<file path="src/rtl/scl_pix_pack_pkg.sv">
// Shared scaler definitions: pixel/word widths, line-counter width, default line gap,
// and the word record carried through the output FIFO.
package scl_pix_pack_pkg;

    localparam int PIX_W       = 8;
    localparam int WORD_W      = 32;
    localparam int BE_W        = WORD_W / PIX_W;
    localparam int LINE_CNT_W  = 10;
    localparam int GAP_LEN_DEF = 4;

    typedef struct packed {
        logic              last;
        logic [BE_W-1:0]   be;
        logic [WORD_W-1:0] data;
    } word_t;

    // Byte-enable mask for a partial word holding n pixels in the low slots.
    function automatic logic [BE_W-1:0] be_mask(input logic [1:0] n);
        logic [BE_W-1:0] m;
        for (int i = 0; i < BE_W; i++) begin
            m[i] = (i < int'(n));
        end
        return m;
    endfunction

endpackage

</file>
<file path="src/rtl/scl_pix_pack_if.sv">
// Pixel input and packed-word output stream of the packer.
interface scl_pix_pack_if;
    import scl_pix_pack_pkg::*;

    logic              scl_o_data_en;
    logic [PIX_W-1:0]  scl_pix;
    logic              out_valid;
    logic              out_ready;
    logic [WORD_W-1:0] out_data;
    logic [BE_W-1:0]   out_be;
    logic              out_last;

    modport master (
        input  scl_o_data_en, scl_pix, out_ready,
        output out_valid, out_data, out_be, out_last
    );

    modport slave (
        output scl_o_data_en, scl_pix, out_ready,
        input  out_valid, out_data, out_be, out_last
    );

endinterface

</file>
<file path="src/rtl/scl_word_fifo.sv">
// Fall-through word FIFO; a push into a full FIFO is accepted only when a pop frees a slot.
module scl_word_fifo
    import scl_pix_pack_pkg::*;
#(
    parameter int DEPTH = 4
) (
    input  logic  clk,
    input  logic  rst,
    input  logic  push,
    input  word_t push_word,
    input  logic  pop,
    output word_t head,
    output logic  full,
    output logic  empty
);

    localparam int AW = $clog2(DEPTH);

    logic [AW:0] wr_ptr_reg;
    logic [AW:0] rd_ptr_reg;
    word_t       mem_reg [DEPTH];
    logic        do_push;
    logic        do_pop;

    assign empty   = (wr_ptr_reg == rd_ptr_reg);
    assign full    = (wr_ptr_reg[AW] != rd_ptr_reg[AW]) &&
                     (wr_ptr_reg[AW-1:0] == rd_ptr_reg[AW-1:0]);
    assign do_pop  = pop && !empty;
    assign do_push = push && (!full || do_pop);

    always_ff @(posedge clk or negedge rst) begin
        if (!rst) begin
            wr_ptr_reg <= '0;
            rd_ptr_reg <= '0;
        end else begin
            if (do_push) wr_ptr_reg <= wr_ptr_reg + 1'b1;
            if (do_pop)  rd_ptr_reg <= rd_ptr_reg + 1'b1;
        end
    end

    always_ff @(posedge clk) begin
        if (do_push) mem_reg[wr_ptr_reg[AW-1:0]] <= push_word;
    end

    // Storage is not reset, so the head is forced to zero while nothing is queued.
    assign head = empty ? '0 : mem_reg[rd_ptr_reg[AW-1:0]];

endmodule

</file>
<file path="src/rtl/scl_pix_pack.sv">
// Packs decimated 8-bit pixels into 32-bit words, detects line ends from enable gaps,
// and queues words with byte enables and a last flag.
module scl_pix_pack
    import scl_pix_pack_pkg::*;
#(
    parameter int FIFO_DEPTH = 4,
    parameter int GAP_LEN    = GAP_LEN_DEF
) (
    input  logic                  clk,
    input  logic                  rst,
    scl_pix_pack_if.master        bus,
    output logic [LINE_CNT_W-1:0] line_words,
    output logic                  ovf_err,
    input  logic                  err_clr
);

    localparam int IDLE_W = $clog2(GAP_LEN + 1);

    logic [1:0]            idx_reg, idx_next;
    logic [WORD_W-1:0]     asm_reg, asm_next;
    logic [WORD_W-1:0]     pend_reg, pend_next;
    logic                  pend_valid_reg, pend_valid_next;
    logic [IDLE_W-1:0]     idle_reg, idle_next;
    logic                  seen_reg, seen_next;
    logic [LINE_CNT_W-1:0] cnt_reg, cnt_inc;
    logic [LINE_CNT_W-1:0] line_words_reg;
    logic                  ovf_reg;

    logic  en;
    logic  line_end;
    logic  push;
    word_t push_word;
    word_t head;
    logic  full;
    logic  empty;
    logic  drop;

    assign en       = bus.scl_o_data_en;
    assign line_end = !en && seen_reg && (idle_reg == IDLE_W'(GAP_LEN - 1));

    always_comb begin
        push      = 1'b0;
        push_word = '0;
        if (en && pend_valid_reg) begin
            push           = 1'b1;
            push_word.data = pend_reg;
            push_word.be   = '1;
        end else if (line_end) begin
            push           = 1'b1;
            push_word.last = 1'b1;
            if (idx_reg == 2'd0) begin
                push_word.data = pend_reg;
                push_word.be   = '1;
            end else begin
                push_word.data = asm_reg;
                push_word.be   = be_mask(idx_reg);
            end
        end
    end

    always_comb begin
        idx_next        = idx_reg;
        asm_next        = asm_reg;
        pend_next       = pend_reg;
        pend_valid_next = pend_valid_reg;
        idle_next       = idle_reg;
        seen_next       = seen_reg;
        if (en) begin
            // Slot 0 starts a fresh word so a later partial flush carries zero padding.
            if (idx_reg == 2'd0) asm_next = '0;
            asm_next[idx_reg*PIX_W +: PIX_W] = bus.scl_pix;
            idx_next  = idx_reg + 2'd1;
            idle_next = '0;
            seen_next = 1'b1;
            if (pend_valid_reg) pend_valid_next = 1'b0;
            if (idx_reg == 2'd3) begin
                pend_next       = asm_next;
                pend_valid_next = 1'b1;
            end
        end else begin
            if (idle_reg != IDLE_W'(GAP_LEN)) idle_next = idle_reg + 1'b1;
            if (line_end) begin
                idx_next        = 2'd0;
                asm_next        = '0;
                pend_valid_next = 1'b0;
                seen_next       = 1'b0;
            end
        end
    end

    assign cnt_inc = (cnt_reg == '1) ? cnt_reg : cnt_reg + 1'b1;
    // full implies a head word exists, so out_ready alone decides whether a slot frees up.
    assign drop    = push && full && !bus.out_ready;

    always_ff @(posedge clk or negedge rst) begin
        if (!rst) begin
            idx_reg        <= '0;
            asm_reg        <= '0;
            pend_reg       <= '0;
            pend_valid_reg <= 1'b0;
            idle_reg       <= '0;
            seen_reg       <= 1'b0;
            cnt_reg        <= '0;
            line_words_reg <= '0;
            ovf_reg        <= 1'b0;
        end else begin
            idx_reg        <= idx_next;
            asm_reg        <= asm_next;
            pend_reg       <= pend_next;
            pend_valid_reg <= pend_valid_next;
            idle_reg       <= idle_next;
            seen_reg       <= seen_next;
            if (push) begin
                if (push_word.last) begin
                    line_words_reg <= cnt_inc;
                    cnt_reg        <= '0;
                end else begin
                    cnt_reg <= cnt_inc;
                end
            end
            if (drop)         ovf_reg <= 1'b1;
            else if (err_clr) ovf_reg <= 1'b0;
        end
    end

    scl_word_fifo #(.DEPTH(FIFO_DEPTH)) u_fifo (
        .clk       (clk),
        .rst       (rst),
        .push      (push),
        .push_word (push_word),
        .pop       (bus.out_ready),
        .head      (head),
        .full      (full),
        .empty     (empty)
    );

    assign bus.out_valid = !empty;
    assign bus.out_data  = head.data;
    assign bus.out_be    = head.be;
    assign bus.out_last  = head.last;
    assign line_words    = line_words_reg;
    assign ovf_err       = ovf_reg;

endmodule
</file>
<file path="src/flat_wrapper.sv">
// flat-port wrapper written by rule: the top's interface ports become plain ports
module scl_pix_pack_flat import scl_pix_pack_pkg::*;
#(
    parameter int FIFO_DEPTH = 4,
    parameter int GAP_LEN    = GAP_LEN_DEF
)
  (clk, rst, line_words, ovf_err, err_clr, bus_scl_o_data_en, bus_scl_pix, bus_out_ready, bus_out_valid, bus_out_data, bus_out_be, bus_out_last);
  scl_pix_pack_if bus_i ();
  input  logic clk;
  input  logic rst;
  output logic [LINE_CNT_W-1:0] line_words;
  output logic ovf_err;
  input  logic err_clr;
  input wire logic [$bits(bus_i.scl_o_data_en)-1:0] bus_scl_o_data_en;
  input wire logic [$bits(bus_i.scl_pix)-1:0] bus_scl_pix;
  input wire logic [$bits(bus_i.out_ready)-1:0] bus_out_ready;
  output wire logic [$bits(bus_i.out_valid)-1:0] bus_out_valid;
  output wire logic [$bits(bus_i.out_data)-1:0] bus_out_data;
  output wire logic [$bits(bus_i.out_be)-1:0] bus_out_be;
  output wire logic [$bits(bus_i.out_last)-1:0] bus_out_last;
  assign bus_i.scl_o_data_en = bus_scl_o_data_en;
  assign bus_i.scl_pix = bus_scl_pix;
  assign bus_i.out_ready = bus_out_ready;
  assign bus_out_valid = bus_i.out_valid;
  assign bus_out_data = bus_i.out_data;
  assign bus_out_be = bus_i.out_be;
  assign bus_out_last = bus_i.out_last;
  scl_pix_pack #(.FIFO_DEPTH(FIFO_DEPTH), .GAP_LEN(GAP_LEN)) u_core (.clk(clk), .rst(rst), .bus(bus_i), .line_words(line_words), .ovf_err(ovf_err), .err_clr(err_clr));
endmodule
</file>
<file path="config.mk">
export PLATFORM = sky130hd
export DESIGN_NAME = scl_pix_pack_flat
export DESIGN_NICKNAME = d
export VERILOG_FILES = /design/src/rtl/scl_pix_pack_pkg.sv /design/src/rtl/scl_pix_pack_if.sv /design/src/rtl/scl_word_fifo.sv /design/src/rtl/scl_pix_pack.sv /design/src/flat_wrapper.sv
export SDC_FILE = /design/constraint.sdc
export NUM_CORES = 1
export LEC_CHECK = 0
export BUFFER_PORTS_ARGS = -buffer_cell sky130_fd_sc_hd__buf_2
export CELL_PAD_IN_SITES_DETAIL_PLACEMENT = 0
export CELL_PAD_IN_SITES_GLOBAL_PLACEMENT = 1
export CORE_MARGIN = 5
export CORE_UTILIZATION = 35
export DETAILED_ROUTE_END_ITERATION = 8
export GPL_TIMING_DRIVEN = 0
export PLACE_DENSITY = 0.56
export SETUP_SLACK_MARGIN = 0.1
export SLEW_MARGIN = 20
export SYNTH_ARGS = -nofsm -noshare
export SYNTH_HDL_FRONTEND = slang
export SYNTH_HIERARCHICAL = 1
export SYNTH_SLANG_ARGS = --single-unit
export TNS_END_PERCENT = 30
</file>
<file path="constraint.sdc">
create_clock -name clk -period 3.9 [get_ports clk]
set_clock_uncertainty 0.05 [all_clocks]
set_input_delay 0.39 -clock clk [delete_from_list [all_inputs] [get_ports clk]]
set_output_delay 0.39 -clock clk [all_outputs]
set_load 0.05 [all_outputs]
</file>
==> flow_summary.json, run 1 <==
{
  "worstPathRequired_ns": 3.46,
  "slew_headroom_pct": 46.8,
  "syn_nets": 730,
  "wl_met1_um": 10800,
  "power.switching_w": 0.00391,
  "layout_min_cycle_time_ns": 2.87,
  "num_vias": 6347,
  "p_comb_share_pct": 39.1,
  "drive_above_1_share_pct": 25.8,
  "ios": 62,
  "stdcell_area_um2": 12500,
  "synthTopCellsByArea": "edfxtp_1 42%, dfrtp_1 23%, a22o_1 7.9%",
  "leakagePower_nw": 5.01,
  "wl_met3_um": 1160,
  "syn_to_final_growth_pct": 18.0,
  "cts_tree": "yes",
  "cts.sinks": 246,
  "critPathLaunchType": "flop",
  "syn_inst": 702,
  "status": "complete, no violations",
  "die_x_um": 184,
  "worstSetupPathType": "flop to output port",
  "worstSkewPairLatency_ns": 0.53,
  "cp_cell_sequence": "buf_2 -> buf_2 -> mux4_2 -> nor2b_1 -> buf_2",
  "synth_top_area_share_pct": 42.0,
  "postRouteAntennaNets": 0,
  "grt_pass1_vias": 6705,
  "path_max_fanout": 10,
  "cp-end-kind": "output port",
  "timing.setup.tns_ns": 0,
  "clk_path_buf_depth": 3,
  "synth_edf_count": 148,
  "topRoutingLayerUsed": "met4",
  "grt_max_degree": 60,
  "ys_seq_area_share_pct": 65.2,
  "cpPeakStageDelay_ns": 0.43,
  "internal_power_w": 0.00602,
  "largest_register_ffs": 148,
  "finalMaxSlewViolations": 0,
  "synth.most_common_cell": "edfxtp_1",
  "cellPowerDensity_nw_per_um2": 795,
  "drv_cap": 0,
  "hold_violations": 0,
  "final_nets": 827,
  "grt_pass1_wl_um": 38700,
  "core_area_um2": 29700,
  "avgSynthCellArea_um2": 15.1,
  "ys_types": 54,
  "hold_path.class": "input port to flop",
  "wl_met2_um": 11900,
  "drtIter0Drc": 345,
  "yosys_warnings": 6,
  "tightestPinTransition_ns": 0.794,
  "gp_congestion": 0.795,
  "dominantRegCellSynth": "edfxtp_1",
  "numCtsBuffers": 28,
  "overflow": 0,
  "swShare_pct": 39.4,
  "routed_wl_um": 24300,
  "fmax_ghz": 0.348,
  "antenna_found_initial": 0,
  "cts-resized-gates": 0,
  "routedWlPerCell_um": 20.1,
  "initial_core_util_pct": 35.6,
  "final-setup-viol-count": 0,
  "cpMaxStageDelayCell": "dfrtp_1",
  "yosys.area.top_type": "edfxtp_1",
  "design.die.area_um2": 33800,
  "period_share_pct": 73.7,
  "vias_per_cell": 5.24,
  "nFillCells": 2701,
  "ir_drop_v": 0.000339,
  "htree_levels": 1,
  "drc": 0,
  "track_usage_pct": 14.5,
  "rsz0062_at_grt": "false",
  "rows": 63,
  "die_h_um": 184,
  "cts_root_buf": "clkbuf_16",
  "yosys_register_bits": 246,
  "clockPowerShare_pct": 26.9,
  "synth_common_cells": "148 x edfxtp_1, 98 x dfrtp_1, 96 x a22o_1",
  "critPathArrivalTime_ns": 2.43,
  "cts.clk_slew.worst_paths_ns": 0.06,
  "drt_pass1_iterations": 4,
  "dp_hpwl_um": 16400,
  "synthArstFlopShare_pct": 39.8,
  "cpMostUsedCell": "buf_2",
  "port_buffers": 60,
  "pwr-share-seq_pct": 34.0,
  "syn-cell-area_um2": 10600,
  "place_area_um2": 11500
}
area by class of cell:
class	count	area, µm²	area share, %
repair buffers	67	449	3.60
multi-input cells	400	3390	27.1
clock buffers	38	810	6.48
plain buffers	44	255	2.04
flip-flops and latches	246	6900	55.2
inverters	12	45.0	0.361
diodes	1	2.50	0.0200
well taps	390	488	3.91
clock inverters	14	155	1.24
metal layers:
metal	global-route usage, %	up-vias
met5	0	-
met4	3.49	0
met3	2.63	43
met2	24.6	134
met1	19.4	3290
li1	-	2880
critical path, delay by kind of cell (launching register included):
family / cells / cell delay (ns)
simple gates: 1 / 0.14
mux: 1 / 0.36
buf+inv: 3 / 0.97
flops: 1 / 0.43
power by group through the flow:
stage               clock network (W)  registers, W  logic, W
floorplan                           0       0.00348   0.00289
global placement                    0       0.00342   0.00388
detailed placement                  0       0.00343   0.00395
CTS                           0.00274       0.00338   0.00396
global route                  0.00285       0.00342   0.00417
finish                        0.00267       0.00338   0.00388
final timing paths:
| kind | startpoint | to | slack, ns | cells past startpoint |
|---|---|---|---|---|
| setup / recovery | u_core/u_fifo/rd_ptr_reg[1] | bus_out_data[15] | 1.03 | 5 |
| hold / removal | bus_scl_pix[6] | u_core/pend_reg[30] | 0.15 | 3 |
| setup reg to reg | u_core/idle_reg[0] | u_core/u_fifo/mem_reg[3][8] | 1.20 | 8 |
| hold reg to reg | u_core/pend_reg[25] | u_core/pend_reg[25] | 0.42 | 2 |
| max in group asynchronous | rst | u_core/idx_reg[1] | 2.77 | 3 |
| min in group asynchronous | rst | u_core/u_fifo/rd_ptr_reg[0] | 0.37 | 2 |
logic make-up (layout without fill, tap and decap cells):
logic type      Yosys count  after routing  share of synthesized area, %
buf+inv                  56            175                          2.84
compound gates          138            138                          10.8
mux                      52             52                          9.44
xor+xnor                 14             14                          1.30
fa+ha+maj                15             15                          1.77
other cells               0              1                             0
simple gates            181            181                          8.64
flops                   246            246                          65.2
through the flow:
stage / hold slack [ns] / total power [W] / cells / util [%] / worst slack, ns
final: 0.152 / 0.00993 / 1212 / 42.0 / 1.03
after global routing: 0.146 / 0.0104 / 1211 / 42.0 / 0.907
after global placement: 0.409 / 0.00730 / 1152 / 38.3 / 0.258
after floorplan: 0.0444 / 0.00637 / 702 / - / 1.41
after detailed placement: 0.372 / 0.00738 / 1157 / 38.7 / 1.10
after CTS: 0.128 / 0.0101 / 1211 / 42.0 / 0.947
layout by cell type (no fill, tap or decap), types with 3 or more instances in the layout:
| cell type | count |
|---|---|
| and3_2 | 4 |
| clkbuf_8 | 5 |
| mux4_2 | 37 |
| a22o_1 | 96 |
| bufinv_16 | 3 |
| nor2_1 | 15 |
| edfxtp_1 | 148 |
| clkinv_2 | 4 |
| ha_1 | 15 |
| buf_6 | 8 |
| nor2b_1 | 37 |
| nand2_1 | 87 |
| clkinvlp_4 | 5 |
| xnor2_1 | 10 |
| buf_16 | 3 |
| clkbuf_1 | 16 |
| o21ai_0 | 13 |
| a31oi_1 | 5 |
| nor3_1 | 3 |
| dfrtp_1 | 98 |
| mux2_2 | 12 |
| a21oi_1 | 6 |
| clkbuf_16 | 29 |
| buf_4 | 3 |
| buf_2 | 80 |
| inv_1 | 10 |
| mux2i_1 | 3 |
| nand3_1 | 16 |
repair_timing:
action	CTS	global route
endpoints found under the setup margin	0	0
setup buffers	0	0
endpoints found under the hold margin	59	0
hold buffers	2	0
(Power assumes the default switching activity.)
==> run 2: changes to the inputs <==
--- a/config.mk
+++ b/config.mk
@@ -12,7 +12,7 @@
 export CORE_UTILIZATION = 35
 export DETAILED_ROUTE_END_ITERATION = 8
 export GPL_TIMING_DRIVEN = 0
-export PLACE_DENSITY = 0.56
+export PLACE_DENSITY = 0.58
 export SETUP_SLACK_MARGIN = 0.1
 export SLEW_MARGIN = 20
 export SYNTH_ARGS = -nofsm -noshare
==> constraint.sdc (replaced) <==
create_clock -name clk -period 2.4 [get_ports clk]
set_clock_uncertainty 0.05 [all_clocks]
set_input_delay 0.24 -clock clk [delete_from_list [all_inputs] [get_ports clk]]
set_output_delay 0.24 -clock clk [all_outputs]
set_load 0.05 [all_outputs]
==> run 2 against run 1 <==
  * The run now ends with setup timing left
  * Sequential cell count unchanged
  * Power is 82% higher
  * Worst setup slack worse by 1.1 ns
  * Sequential share of layout area is 2.9 points lower
  * Non-clock buffer count is 16 higher
  * Critical endpoint is now bus_out_data[3]
  * Combinational power rose by 120%
  * Worst hold slack got worse by 0.14 ns
  * First-iteration DRC count grew 22%
  * Die area did not move
==> flow_summary.json, run 2 (synthesis gave the netlist of run 1 again) <==
{
  "worstSetupPathType": "flop to output port",
  "place_area_um2": 11400,
  "core_area_um2": 29700,
  "final_cell_mix": "148 x edfxtp_1, 96 x a22o_1, 95 x dfrtp_1",
  "path_max_fanout": 5,
  "stdcell_area_um2": 13200,
  "final_common_cell": "edfxtp_1",
  "antenna_found_initial": 0,
  "timing.setup.tns_ns": -0.609,
  "drtIter0Drc": 422,
  "syn_to_final_growth_pct": 24.7,
  "drv_cap": 0,
  "worstPathRequired_ns": 2.11,
  "routedWlPerCell_um": 20.9,
  "register_area_um2": 6900,
  "port_buffers": 60,
  "finalMaxSlewViolations": 0,
  "design.die.area_um2": 33800,
  "ios": 62,
  "status": "complete, but fails checks",
  "layout_min_cycle_time_ns": 2.44,
  "cellPowerDensity_nw_per_um2": 1370,
  "timing.hold.ws_ns": 0.0142,
  "initial_core_util_pct": 35.6,
  "drt_pass1_iterations": 5,
  "postRouteAntennaNets": 0,
  "vias_per_cell": 5.21,
  "hold_violations": 0,
  "crit_start": "u_core/u_fifo/rd_ptr_reg[0]",
  "final-setup-viol-count": 30,
  "cts.clk_slew.worst_paths_ns": 0.06,
  "cts_tree": "yes",
  "ir_drop_v": 0.000676,
  "nFillCells": 2597,
  "die_x_um": 184,
  "grt_max_degree": 71,
  "track_usage_pct": 15.1,
  "worstSkewPairLatency_ns": 0.51,
  "drc": 0,
  "fmax_ghz": 0.410,
  "multi_input_area_um2": 3640,
  "numCtsBuffers": 26,
  "critPathLaunchType": "flop",
  "slew_headroom_pct": 51.8,
  "rows": 63,
  "cts.sinks": 246,
  "htree_levels": 1,
  "grt_pass1_vias": 6693,
  "hold_path.class": "input port to flop",
  "routed_wl_um": 25600,
  "cp-end-kind": "output port",
  "final_nets": 843,
  "n_antenna_cell": 0,
  "rsz0062_at_grt": "true",
  "clk_path_buf_depth": 3,
  "period_share_pct": 102,
  "finalWorstSetupSlack_ns": -0.0363,
  "grt_pass1_wl_um": 40000,
  "num_vias": 6379,
  "placedCellCount": 1155,
  "drive_above_1_share_pct": 30.4,
  "holdCritStartpoint": "bus_scl_pix[5]",
  "timing.rr.start": "u_core/u_fifo/rd_ptr_reg[0]",
  "critPathArrivalTime_ns": 2.15,
  "finalNonFillerCells": 1225,
  "dp_hpwl_um": 16200,
  "tightestPinTransition_ns": 0.721,
  "largest_register_ffs": 148,
  "die_h_um": 184,
  "overflow": 0,
  "violations": "setup timing",
  "leakagePower_nw": 5.32,
  "cts_root_buf": "clkbuf_16",
  "gp_congestion": 0.786
}
run 2: changes by cell type in the layout (fill, tap and decap cells not counted), sizes merged:
| cell | delta |
|---|---|
| buf | +13 |
| clkinv | +4 |
| clkinvlp | -4 |
| clkbuf | -3 |
| and3 | +2 |
| dlygate4sd3 | +2 |
| diode | -1 |
run 2: report_power, final:
group          internal (W)  leakage [nW]  switching (W)
clock               0.00238         0.414        0.00159
combinational       0.00362          2.21        0.00494
sequential          0.00513          2.70       0.000379
run 2: final timing paths:
kind / to / slack, ns / depth (start not counted)
worst max-delay path: bus_out_data[3] / -0.04 / 6
worst min-delay path: u_core/pend_reg[29] / 0.01 / 3
worst max register to register: u_core/u_fifo/mem_reg[2][9] / 0.05 / 6
worst min register to register: u_core/pend_reg[27] / 0.43 / 2
max in group asynchronous: u_core/cnt_reg[7] / 1.52 / 3
min in group asynchronous: u_core/ovf_err / 0.12 / 2
run 2: stage by stage:
stage | total power [W] | worst slack (ns) | utilization, %
3_5_place_dp | 0.0120 | -0.530 | 38.5
4_1_cts | 0.0177 | -0.0499 | 43.7
3_3_place_gp | 0.0118 | -1.14 | 38.3
5_1_grt | 0.0189 | -0.122 | 44.4
2_1_floorplan | 0.0104 | -0.0906 | -
6_report | 0.0180 | -0.0363 | 44.4
run 2: worst max-delay path: stages (launching register included):
cell and delay [ns]:
dfrtp_2 0.43, buf_12 0.17, buf_6 0.12, buf_16 0.12
mux4_2 0.50, nor2b_4 0.15, buf_6 0.14
run 2: cell type report:
| type | instances | share of cell area (%) |
|---|---|---|
| Multi-Input combinational cell | 402 | 27.6 |
| Tap cell | 390 | 3.70 |
| Sequential cell | 246 | 52.3 |
| Clock inverter | 14 | 1.14 |
| Timing Repair Buffer | 83 | 6.91 |
| Buffer | 44 | 2.68 |
| Clock buffer | 34 | 5.32 |
| Inverter | 12 | 0.341 |
run 2: what timing repair did:
action / 4_1_cts / 5_1_grt
gates resized for setup: 129 / 50
gates cloned: 4 / 2
hold buffers: 4 / 0
setup buffers: 11 / 2
hold endpoints to repair: 101 / 0
endpoints found under the setup margin: 186 / 249
pin swaps: 5 / 2
run 2: layer usage:
| metal | up-vias | wire, µm | track usage (%) | part of all wire (%) |
|---|---|---|---|---|
| li1 | 2913 | - | - | - |
| met1 | 3290 | 11500 | 21.7 | 45 |
| met2 | 136 | 12500 | 24.3 | 49 |
| met3 | 40 | 1090 | 2.33 | 4.2 |
| met4 | 0 | 571 | 3.49 | 2.2 |
| met5 | - | 0 | 0 | 0 |
